**src/rtl/lsu_issue.sv**
```systemverilog
// ----------------------------------------------------------------------------
// lsu_issue -- consumer end of the load/store issue handshake.
//
// Takes one operand-ready memory op at a time from the LS issue queue, runs it
// on the data-memory port, and for loads broadcasts the read data on the LS
// CDB request port under the op's destination tag. Stores retire locally once
// memory acknowledges them.
//
// Build option:
//   LSU_STORE_CDB_EN  When defined, a store also broadcasts on the CDB
//                     (tag = rdtag, data = 0) after its memory ack, so the ROB
//                     can mark it complete. When undefined, stores never
//                     raise lscdb_valid.
//
// Parameters:
//   DATA_W  data / address width
//   TAG_W   rename tag width
//
// Ports:
//   clk             rising-edge clock
//   reset           asynchronous, active-low reset
//   issuels_*       offered op (opcode 1=load/0=store, rdtag, addr, data, ready)
//   issuels_done    op accepted this cycle; queue drops the entry at this edge
//   dmem_req/we/addr/wdata  memory request, held stable until dmem_ack
//   dmem_rdata/ack  memory response, sampled at the rising edge
//   lscdb_valid/tag/data    CDB broadcast request, held stable until grant
//   lscdb_grant     arbiter accepts the broadcast this cycle
// ----------------------------------------------------------------------------
module lsu_issue #(
    parameter int DATA_W = 32,
    parameter int TAG_W  = 6
) (
    input  logic              clk,
    input  logic              reset,

    input  logic              issuels_opcode,
    input  logic [TAG_W-1:0]  issuels_rdtag,
    input  logic [DATA_W-1:0] issuels_addr,
    input  logic [DATA_W-1:0] issuels_data,
    input  logic              issuels_ready,
    output logic              issuels_done,

    output logic              dmem_req,
    output logic              dmem_we,
    output logic [DATA_W-1:0] dmem_addr,
    output logic [DATA_W-1:0] dmem_wdata,
    input  logic [DATA_W-1:0] dmem_rdata,
    input  logic              dmem_ack,

    output logic              lscdb_valid,
    output logic [TAG_W-1:0]  lscdb_tag,
    output logic [DATA_W-1:0] lscdb_data,
    input  logic              lscdb_grant
);

    typedef enum logic [1:0] {
        ST_IDLE = 2'd0,
        ST_MEM  = 2'd1,
        ST_CDB  = 2'd2
    } state_t;

    state_t              r_state;
    state_t              w_state_nxt;

    // Captured op
    logic                r_opcode;
    logic [TAG_W-1:0]    r_rdtag;
    logic [DATA_W-1:0]   r_addr;
    logic [DATA_W-1:0]   r_wdata;
    // Value to broadcast (load data, or zero for a store completion)
    logic [DATA_W-1:0]   r_result;

    logic                w_accept;
    logic                w_mem_done;

    // Reset is folded in so done stays low while reset is asserted, even
    // though the state register is already IDLE.
    assign w_accept     = (r_state == ST_IDLE) & issuels_ready & reset;
    assign w_mem_done   = (r_state == ST_MEM) & dmem_ack;
    assign issuels_done = w_accept;

    // ------------------------------------------------------------------
    // State register
    // ------------------------------------------------------------------
    always_ff @(posedge clk or negedge reset) begin
        if (!reset) begin
            r_state <= ST_IDLE;
        end else begin
            r_state <= w_state_nxt;
        end
    end

    // ------------------------------------------------------------------
    // Op and result registers
    // ------------------------------------------------------------------
    always_ff @(posedge clk or negedge reset) begin
        if (!reset) begin
            r_opcode <= 1'b0;
            r_rdtag  <= '0;
            r_addr   <= '0;
            r_wdata  <= '0;
            r_result <= '0;
        end else begin
            if (w_accept) begin
                r_opcode <= issuels_opcode;
                r_rdtag  <= issuels_rdtag;
                r_addr   <= issuels_addr;
                r_wdata  <= issuels_data;
            end
            // Stores load zero so an optional store broadcast carries data=0.
            if (w_mem_done) begin
                r_result <= r_opcode ? dmem_rdata : '0;
            end
        end
    end

    // ------------------------------------------------------------------
    // Next state and outputs
    // ------------------------------------------------------------------
    always_comb begin
        w_state_nxt = r_state;
        dmem_req    = 1'b0;
        dmem_we     = 1'b0;
        dmem_addr   = '0;
        dmem_wdata  = '0;
        lscdb_valid = 1'b0;
        lscdb_tag   = '0;
        lscdb_data  = '0;

        case (r_state)
            ST_IDLE: begin
                if (w_accept) begin
                    w_state_nxt = ST_MEM;
                end
            end

            ST_MEM: begin
                dmem_req   = 1'b1;
                dmem_we    = ~r_opcode;
                dmem_addr  = r_addr;
                dmem_wdata = r_wdata;
                if (dmem_ack) begin
                    if (r_opcode) begin
                        w_state_nxt = ST_CDB;
                    end else begin
`ifdef LSU_STORE_CDB_EN
                        w_state_nxt = ST_CDB;
`else
                        w_state_nxt = ST_IDLE;
`endif
                    end
                end
            end

            ST_CDB: begin
                lscdb_valid = 1'b1;
                lscdb_tag   = r_rdtag;
                lscdb_data  = r_result;
                if (lscdb_grant) begin
                    w_state_nxt = ST_IDLE;
                end
            end

            default: begin
                w_state_nxt = ST_IDLE;
            end
        endcase
    end

endmodule
```
**config.mk**
```make
export PLATFORM = sky130hd
export DESIGN_NAME = lsu_issue
export DESIGN_NICKNAME = d
export VERILOG_FILES = /design/src/rtl/lsu_issue.sv
export SDC_FILE = /design/constraint.sdc
export NUM_CORES = 1
export LEC_CHECK = 0
export BUFFER_PORTS_ARGS = -buffer_cell sky130_fd_sc_hd__buf_2
export CAP_MARGIN = 20
export CORE_MARGIN = 3
export CORE_UTILIZATION = 25
export DETAILED_ROUTE_END_ITERATION = 8
export RECOVER_POWER = 50
export SETUP_SLACK_MARGIN = 0.02
export SLEW_MARGIN = 20
export SYNTH_ARGS = -nofsm -noshare
export SYNTH_HDL_FRONTEND = slang
export SYNTH_SLANG_ARGS = --single-unit
```
**constraint.sdc**
```tcl
create_clock -name clk -period 1.8 [get_ports clk]
set_input_delay 0.27 -clock clk [delete_from_list [all_inputs] [get_ports clk]]
set_output_delay 0.27 -clock clk [all_outputs]
set_load 0.02 [all_outputs]
```
Word level (Yosys, flattened, before mapping)
Cells that the tools add are included.
{"block": "op_classes", "n_eq_ne": 5, "mux": 13, "bitwise": 4, "n_reduce_logical": 2}
{"cell": "2-to-1 mux 32 bit", "count": 4}
{"cell": "2-to-1 mux 2 bit", "count": 4}
{"cell": "2-to-1 mux 6 bit", "count": 1}
{"cell": "inequality test 2 bit (second input constant)", "count": 3}
{"cell": "one-hot mux 2 bit (3 select lines)", "count": 1}
{"cell": "AND 1 bit", "count": 3}
{"cell": "2-to-1 mux 1 bit", "count": 3}
{"cell": "AND reduction 3 bit", "count": 1}
{"cell": "== test 2 x 1 -> 1 bit (second input constant)", "count": 1}
{"cell": "== test 2 bit (second input constant)", "count": 1}
{"cell": "logical NOT 2 bit", "count": 1}
{"cell": "inverter 1 bit", "count": 1}
{"block": "totals", "ff_bits": 105, "wordCells": 30}

Depth between registers and ports, before layout
Gate-level depths: netlist of the first run.
{"block": "logic_depth", "ltp_word": 5, "mapped_depth": 4}

Worst setup path before layout of the first run
No wires, ideal clock.
{"block": "synth_path", "path_type": "register -> output", "startpoint": "register r_state[0]", "endpoint": "output port lscdb_data[27]", "arrival_time_ps": 1238, "required_ps": 1530, "setup_slack_ps": 292, "stages_incl_launch_ff": 4, "path_cell_list": "dfrtp_1 and2b_2 clkbuf_1 and2_1"}
{"block": "synth_between", "elab_chain_cells": 2}
{"item": "start, declared", "line": "62", "rtl": "state_t r_state;"}
{"item": "start signal, assigned", "line": "89", "rtl": "r_state <= w_state_nxt;"}
{"item": "== test 2 bit", "line": "130", "rtl": "case (r_state)"}
{"item": "2-to-1 mux 32 bit", "line": "130"}
{"item": "end, declared", "line": "52", "rtl": "output logic [DATA_W-1:0] lscdb_data,"}
No other way between the ends.

Worst setup path after layout of the first run
{"block": "layout_path", "startpoint": "register r_state[0]", "endpoint": "output port lscdb_data[20]"}
The elaborated chain is that of the path after synthesis.

==> run_results.csv, run 1 <==
group,metric,value,unit
yosys,ys_warn_count,0,
detailed_routing,vias,3749,
detailed_routing,viasPerCell,4.14,
yosys,syn-cell-area,0.00489,mm²
detailed_routing,drt_iter0_drc,108,
place,place.gp.congestion,0.705,
yosys,yosysSeqAreaShare,53.7,%
sta,drv_slew,0,
floorplan,die_area,0.0213,mm²
run_status,failed_checks,"negative setup slack",
final_layout,final_nets,749,
detailed_routing,drt-total-wl,14.5,mm
final_layout,antenna_cells,0,
sta,final-hold-violation-count,0,
worst_setup_path,worstSetupPathType,"reg -> out",
global_route,antenna_found_initial,0,
pwr,peakVddDrop,627,µV
cts,clkLatencyLatePin,350,ps
yosys,synth.lib_cells_used.distinct,19,
sta,skew,5.86,ps
hold_path,min_path_type,"in -> reg",
global_route,grt_pass1_wl,22.8,mm
run_status,status,"finished, violations left",
global_route,grt_max_degree,55,
yosys,synth_area_leader_cell,"dfrtp_1",
yosys,synth_enable_flop_cells,0,
final_layout,drive_gt1_share,65.2,%
cts,htreeDepth,3,
sta,finalSetupTns,-3230,ps
floorplan,die_y,146,µm
yosys,synthesis.nets,519,
worst_setup_path,reg2reg_depth,5,
sta,fin_ws,-73.6,ps
detailed_routing,firstDrtPassIters,4,
yosys,synth-main-ff-cell,"dfrtp_1",
place,port_buffers,213,
worst_setup_path,critical_path_required,1530,ps
yosys,postSynth.asyncResetShare,100,%
floorplan,core,0.0190,mm²
worst_setup_path,startpoint_type,"register",
place,hpwlAfterDp,8.95,mm
pwr,power.leakage,3.70,nW
global_route,overflow,0,
global_route,track_usage,13.5,%
worst_setup_path,critPathArrivalTime,1600,ps
sta,fin_crit_sh,104,%
final_layout,area.growth.synth_to_final,59.2,%
hold_path,hold_depth,2,
pwr,power_density,1220,mW/mm²
flow_run,drv_cap,0,
worst_setup_path,crit_fanout,8,
global_route,grt_pass1_vias,4144,
worst_setup_path,crit_path_end_kind,"output port",
detailed_routing,wire_per_inst,16.0,µm
floorplan,ios,214,
cts,cts_buffer_depth,2,
cts,cts_buffers,9,
cts,cts.sink_count,105,
floorplan,std_cell_rows,50,
floorplan,die_w,146,µm
final_layout,final_util,41.0,%
yosys,syn_area_per_cell,11.9,µm²
cts,cts_tree,"done",
final_layout,fill_cells,1788,
sta,grt_setup_unrepaired,"true",
sta,timing.fmax,534,MHz
yosys,synthCells,411,
yosys,synth_top_area_share,53.7,%
detailed_routing,ant_nets,0,
cts,cts_root_buf,"clkbuf_16",
detailed_routing,drc_errors,0,
sta,tightest_slew,1400,ps
floorplan,start_util,25.8,%
sta,finalCriticalPeriod,1870,ps
sta,final-setup-viol-count,88,
sta,holdWs,148,ps
sta,relSlewSlack,6.69,%
yosys,synth_area_leaders,"dfrtp_1, mux2_2, and2_1",
yosys,ys_ff_latch,105,
cts,clk_pin_slew,70,ps
-- power breakdown --
part | leakage [nW] | internal, mW | switching (mW)
Combinational | 2.29 | 2.12 | 1.61
Clock | 0.146 | 1.22 | 0.880
Sequential | 1.27 | 3.22 | 0.463
Total | 3.70 | 6.55 | 2.95
-- path summary, 6_finish.rpt --
| kind | from | to | slack (ps) |
|---|---|---|---|
| worst max-delay path | r_state[0] | lscdb_data[20] | -70 |
| worst min-delay path | issuels_addr[30] | r_addr[30] | 150 |
| worst max register to register | r_state[0] | r_wdata[22] | 50 |
| worst min register to register | r_addr[31] | r_addr[31] | 510 |
| max in group asynchronous | reset | r_addr[16] | 480 |
| min in group asynchronous | reset | r_result[5] | 440 |
-- repair_timing --
item,4_1_cts,5_1_grt
hold buffers,0,0
pin swaps,16,32
setup endpoints to repair,98,104
cloned,5,4
setup buffers,11,1
resized for setup,244,64
-- worst max-delay path, cell delays in order (launching register included) --
cell	delay [ps]
dfrtp_1	420
and2b_4	380
clkbuf_16	190
and2_1	150
buf_6	120
-- cell families after synthesis --
kind of cell	synth area share (%)
flip-flops	53.7
AO/OA/AOI/OAI	0.307
buffers and inverters	6.27
multiplexers	22.9
AND/OR/NAND/NOR	16.8
-- through the flow --
stage                     area [µm²]  setup slack [ps]  instances  power, mW
final                           7780             -73.6        906       9.51
after global routing            7780              -161        906       10.1
after detailed placement        6260               172        869       6.31
after CTS                       7520             -61.5        901       9.41
after global placement          6260               191        869       6.25
after floorplan                 4890               292        411       5.38
-- layout make-up --
type / count / area [µm²] / area share, %
Clock buffer: 11 / 233 / 2.99
Sequential cell: 105 / 2630 / 33.8
Timing Repair Buffer: 246 / 2210 / 28.4
Clock inverter: 5 / 80.1 / 1.03
Tap cell: 260 / 325 / 4.18
Inverter: 33 / 124 / 1.59
Multi-Input combinational cell: 246 / 2180 / 28.1
-- metal layers --
| layer | global-route usage, % | wire [µm] | share of wire, % | up-vias |
|---|---|---|---|---|
| li1 | - | - | - | 1774 |
| met1 | 16.4 | 5940 | 41 | 1824 |
| met2 | 22.4 | 7160 | 49 | 140 |
| met3 | 6.14 | 1280 | 8.8 | 11 |
| met4 | 2.28 | 117 | 0.81 | 0 |
| met5 | 0 | 0 | 0 | - |
-- state kept, by name, indices dropped and copies added (netlist names) --
signal,cells
r_state,2
r_rdtag,6
r_result,32
r_opcode,1
r_addr,32
r_wdata,32
-- Yosys cell counts (all sizes together), types with 2 or more instances --
master	count
nand2	32
mux2	71
dfrtp	105
clkbuf	21
and2b	2
mux2i	32
inv	33
buf	6
and2	102
-- cell usage in the layout, fill, tap and decap left out, types with 5 or more instances in the layout --
| cell | netlist | layout |
|---|---|---|
| buf_16 | 0 | 5 |
| and2_4 | 0 | 86 |
| clkbuf_16 | 0 | 12 |
| buf_2 | 4 | 107 |
| and2_1 | 102 | 16 |
| mux2_2 | 71 | 71 |
| mux2i_1 | 32 | 32 |
| buf_6 | 2 | 107 |
| nand2_1 | 32 | 32 |
| buf_12 | 0 | 6 |
| inv_1 | 33 | 33 |
| dfrtp_1 | 105 | 105 |
| buf_4 | 0 | 14 |
No activity file was read; power rests on OpenSTA's default activity.
==> inputs of run 2 (changes only) <==
--- a/config.mk
+++ b/config.mk
@@ -7,6 +7,7 @@
 export LEC_CHECK = 0
 export BUFFER_PORTS_ARGS = -buffer_cell sky130_fd_sc_hd__buf_2
 export CAP_MARGIN = 20
+export CORE_ASPECT_RATIO = 1.2
 export CORE_MARGIN = 3
 export CORE_UTILIZATION = 25
 export DETAILED_ROUTE_END_ITERATION = 8
==> run_results.csv, run 2 (synthesis results as in run 1) <==
group,metric,value,unit
flow_run,drv_cap,0,
sta,fin_crit_sh,103,%
pwr,power.leakage,3.41,nW
place,hpwlAfterDp,8.56,mm
global_route,grt_pass1_vias,3758,
final_layout,final_area,0.00707,mm²
floorplan,core,0.0191,mm²
final_layout,final_nets,728,
detailed_routing,drt_iter0_drc,87,
sta,holdWs,144,ps
final_layout,antenna_cells,0,
cts,cts_hold_buf,0,
sta,skew,8.11,ps
worst_setup_path,r2r-start,"r_state[0]",
sta,fin_ws,-56.8,ps
hold_path,min_path_type,"in -> reg",
run_status,failed_checks,"negative setup slack",
cts,htreeDepth,3,
worst_setup_path,crit_path_end_kind,"output port",
global_route,grt_max_degree,68,
pwr,power_density,1220,mW/mm²
cts,cts.sink_count,105,
floorplan,die_area,0.0213,mm²
global_route,antenna_found_initial,1,
worst_setup_path,critical_path.endpoint,"dmem_addr[21]",
cts,cts_tree,"done",
sta,timing.fmax,539,MHz
worst_setup_path,critical_path_required,1530,ps
final_layout,layout_commonest_cell,"buf_2",
run_status,status,"finished, violations left",
sta,tightest_slew,1400,ps
final_layout,reg_top3,"r_addr x32, r_result x32, r_wdata x32",
final_layout,final_util,37.1,%
sta,grt_setup_unrepaired,"true",
place,pre_cts_ws,264,ps
final_layout,fin_cells,881,
sta,finalCriticalPeriod,1860,ps
detailed_routing,drt-total-wl,12.9,mm
cts,cts_buffers,9,
worst_setup_path,cp-startpoint,"r_state[1]",
detailed_routing,viasPerCell,4.10,
worst_setup_path,worstSetupPathType,"reg -> out",
detailed_routing,drc_errors,0,
floorplan,std_cell_rows,55,
global_route,track_usage,11.4,%
sta,final-hold-violation-count,0,
sta,drv_slew,0,
place,dp_cells,862,
place,port_buffers,213,
floorplan,die_w,134,µm
cts,clk_pin_slew,80,ps
place,place.gp.congestion,0.714,
cts,cts_buffer_depth,2,
sta,relSlewSlack,6.93,%
global_route,overflow,0,
pwr,peakVddDrop,608,µV
worst_setup_path,r2r-end,"r_wdata[5]",
global_route,grt_pass1_wl,19.4,mm
final_layout,fill_cells,1889,
cts,cts_root_buf,"clkbuf_16",
worst_setup_path,reg2reg_depth,3,
detailed_routing,wire_per_inst,14.6,µm
final_layout,drive_gt1_share,54.2,%
detailed_routing,vias,3608,
worst_setup_path,r2r_setup_slack,190,ps
floorplan,start_util,25.6,%
sta,final-setup-viol-count,52,
final_layout,area.growth.synth_to_final,44.7,%
floorplan,die_y,159,µm
final_layout,layout_common_cells,"buf_2, dfrtp_1, and2_1",
place,place_area,0.00623,mm²
detailed_routing,firstDrtPassIters,4,
worst_setup_path,crit_fanout,33,
cts,clkLatencyLatePin,350,ps
cts,postCtsSetupBuffers,0,
detailed_routing,ant_nets,0,
worst_setup_path,startpoint_type,"register",
floorplan,ios,214,
worst_setup_path,critPathArrivalTime,1590,ps
==> run 2: per-stage QoR <==
stage / total power, mW / setup TNS (ps)
6_report: 8.64 / -1710
5_1_grt: 9.21 / -9150
4_1_cts: 8.48 / -4290
3_5_place_dp: 6.26 / 0
3_3_place_gp: 6.20 / 0
2_1_floorplan: 5.38 / 0
==> run 2: cell type report <==
cell class | count | area [µm²] | share of cell area, %
Sequential cell | 105 | 2630 | 37.1
Multi-Input combinational cell | 246 | 2020 | 28.6
Timing Repair Buffer | 225 | 1690 | 23.9
Tap cell | 256 | 320 | 4.53
Clock buffer | 9 | 225 | 3.18
Inverter | 33 | 124 | 1.75
Clock inverter | 7 | 61.3 | 0.867
==> run 2: critical path, stage by stage, from the launching register on <==
cell       delay, ps
dfrtp_1          410
and2b_4          320
clkbuf_16        220
and2_1           150
buf_4            140
==> run 2: worst min path at each step <==
| stage | from | to | cells past startpoint | slack, ps |
|---|---|---|---|---|
| after floorplan | reset | r_addr[0] | 0 | -30 |
| after global placement | r_state[1] | r_state[0] | 1 | 460 |
| after detailed placement | reset | r_addr[8] | 2 | 480 |
| after CTS | reset | r_wdata[26] | 2 | 80 |
| after global routing | issuels_data[12] | r_wdata[12] | 2 | 120 |
| final | issuels_data[28] | r_wdata[28] | 2 | 140 |
==> run 2: routing by layer <==
layer	part of all wire, %	GRT usage, %
met1	43	13.6
met2	48	19.2
met3	8.6	4.58
met4	0.91	3.23
met5	0.10	0
==> run 2: timing repair <==
| action | 4_1_cts | 5_1_grt |
|---|---|---|
| pin swaps | 1 | 1 |
| resized for setup | 101 | 70 |
| cloned | 1 | 2 |
| setup endpoints to repair | 105 | 105 |
==> run 2: where the power goes <==
group	leakage (nW)	switching (mW)	total (mW)	internal [mW]
sequential	1.27	0.398	3.61	3.21
combinational	2.00	1.45	3.10	1.65
clock	0.135	0.964	1.93	0.967
total	3.41	2.81	8.64	5.83
==> inputs of run 3 (changes only) <==
--- a/config.mk
+++ b/config.mk
@@ -12,7 +12,7 @@
 export CORE_UTILIZATION = 25
 export DETAILED_ROUTE_END_ITERATION = 8
 export RECOVER_POWER = 50
-export SETUP_SLACK_MARGIN = 0.02
+export SETUP_SLACK_MARGIN = 0.1
 export SLEW_MARGIN = 20
 export SYNTH_ARGS = -nofsm -noshare
 export SYNTH_HDL_FRONTEND = slang
==> run_results.csv, run 3 (synthesis results as in run 1) <==
group,metric,value,unit
sta,finalSetupTns,-1450,ps
detailed_routing,drt_iter0_drc,80,
sta,drv_slew,0,
place,hpwlAfterDp,8.56,mm
floorplan,die_w,134,µm
floorplan,die_y,159,µm
worst_setup_path,crit_path_top_delay_cell,"dfrtp_1",
sta,final-setup-viol-count,79,
global_route,overflow,0,
detailed_routing,vias,3700,
cts,cts_root_buf,"clkbuf_16",
pwr,power.total,8.94,mW
cts,htreeDepth,3,
floorplan,core,0.0191,mm²
flow_run,drv_cap,0,
global_route,grt_max_degree,68,
floorplan,die_area,0.0213,mm²
floorplan,start_util,25.6,%
pwr,peakVddDrop,615,µV
global_route,track_usage,11.4,%
final_layout,area.growth.synth_to_final,49.7,%
detailed_routing,drc_errors,0,
place,pre_cts_ws,264,ps
cts,cts.sink_count,105,
floorplan,std_cell_rows,55,
worst_setup_path,worst_path_largest_cell_delay,400,ps
worst_setup_path,startpoint_type,"register",
cts,cts_buffers,9,
worst_setup_path,critPathArrivalTime,1580,ps
worst_setup_path,critPathTopFamily,"simple AND/OR/NAND/NOR gates",
final_layout,antenna_cells,0,
final_layout,final_nets,741,
run_status,status,"finished, violations left",
detailed_routing,firstDrtPassIters,6,
final_layout,layout_common_cells,"buf_2, dfrtp_1, and2_1",
place,place.gp.congestion,0.714,
detailed_routing,wire_per_inst,15.5,µm
sta,tightest_slew,1400,ps
global_route,antenna_found_initial,1,
cts,clkLatencyLatePin,350,ps
sta,fin_crit_sh,103,%
sta,fin_ws,-53.4,ps
worst_setup_path,critical_path_required,1530,ps
sta,relSlewSlack,6.80,%
cts,clk_pin_slew,80,ps
global_route,grt_pass1_vias,3756,
sta,skew,7.20,ps
place,dp_cells,862,
worst_setup_path,crit_path_end_kind,"output port",
worst_setup_path,worstSetupPathType,"reg -> out",
final_layout,reg_top3,"r_addr x32, r_result x32, r_wdata x32",
worst_setup_path,crit_chain,"and2b_4 -> clkbuf_16 -> and2_1 -> buf_6",
pwr,power.leakage,3.60,nW
hold_path,min_path_type,"in -> reg",
global_route,grt_pass1_wl,19.4,mm
worst_setup_path,crit_fanout,33,
final_layout,layout_commonest_cell,"buf_2",
pwr,power_density,1220,mW/mm²
final_layout,final_util,38.4,%
cts,cts_tree,"done",
cts,cts_buffer_depth,2,
detailed_routing,ant_nets,0,
detailed_routing,drt-total-wl,13.8,mm
final_layout,fin_cells,894,
sta,timing.fmax,540,MHz
worst_setup_path,cp_num_buf_inv,2,
place,port_buffers,213,
detailed_routing,viasPerCell,4.14,
sta,finalCriticalPeriod,1850,ps
sta,final-hold-violation-count,0,
run_status,failed_checks,"negative setup slack",
floorplan,ios,214,
final_layout,drive_gt1_share,55.0,%
sta,grt_setup_unrepaired,"true",
run 3: worst paths after layout:
path,slack (ps),depth (start not counted),from,end
hold reg to reg,500,1,r_rdtag[0],r_rdtag[0]
setup / recovery,-50,4,r_state[1],dmem_addr[9]
max in group asynchronous,520,2,reset,r_result[22]
hold / removal,140,2,issuels_data[28],r_wdata[28]
min in group asynchronous,400,2,reset,r_wdata[23]
setup reg to reg,70,5,r_state[1],r_addr[29]
run 3: metal layers:
layer  share of wire (%)  routed length (µm)  up-vias  track usage (%)
met5               0.094                  13        -                0
met2                  48                6710      141             19.2
met1                  43                5910     1795             13.6
met3                 7.9                1090       10             4.58
met4                0.89                 123        2             3.23
li1                    -                   -     1752                -
run 3: worst reg2reg max path: stages, from the launching register on:
cell      delay [ps]
dfrtp_1          400
buf_4            140
and4bb_4         360
buf_6            140
buf_16           220
mux2_2           370
run 3: cell type report:
| type | count | area, µm² |
|---|---|---|
| Sequential cell | 105 | 2630 |
| Clock inverter | 7 | 61.3 |
| Inverter | 33 | 124 |
| Fill cell | 1855 | 11700 |
| Tap cell | 256 | 320 |
| Timing Repair Buffer | 238 | 1820 |
| Multi-Input combinational cell | 246 | 2140 |
| Clock buffer | 9 | 225 |
run 3: power by group:
group,switching (mW),internal (mW)
combinational,1.52,1.85
sequential,0.420,3.21
clock,0.976,0.968
run 3: per-stage QoR:
stage	instance area, µm²	hold slack [ps]
after floorplan	4890	-25.6
after global placement	6230	465
after detailed placement	6230	478
after CTS	6810	80.9
after global routing	7320	123
final	7320	142
run 3: what timing repair did:
action | in CTS | in global routing
cloned | 1 | 5
buffers inserted | 0 | 10
setup endpoints to repair | 105 | 106
pin swaps | 1 | 2
hold buffers | 0 | 0
resized for setup | 101 | 97
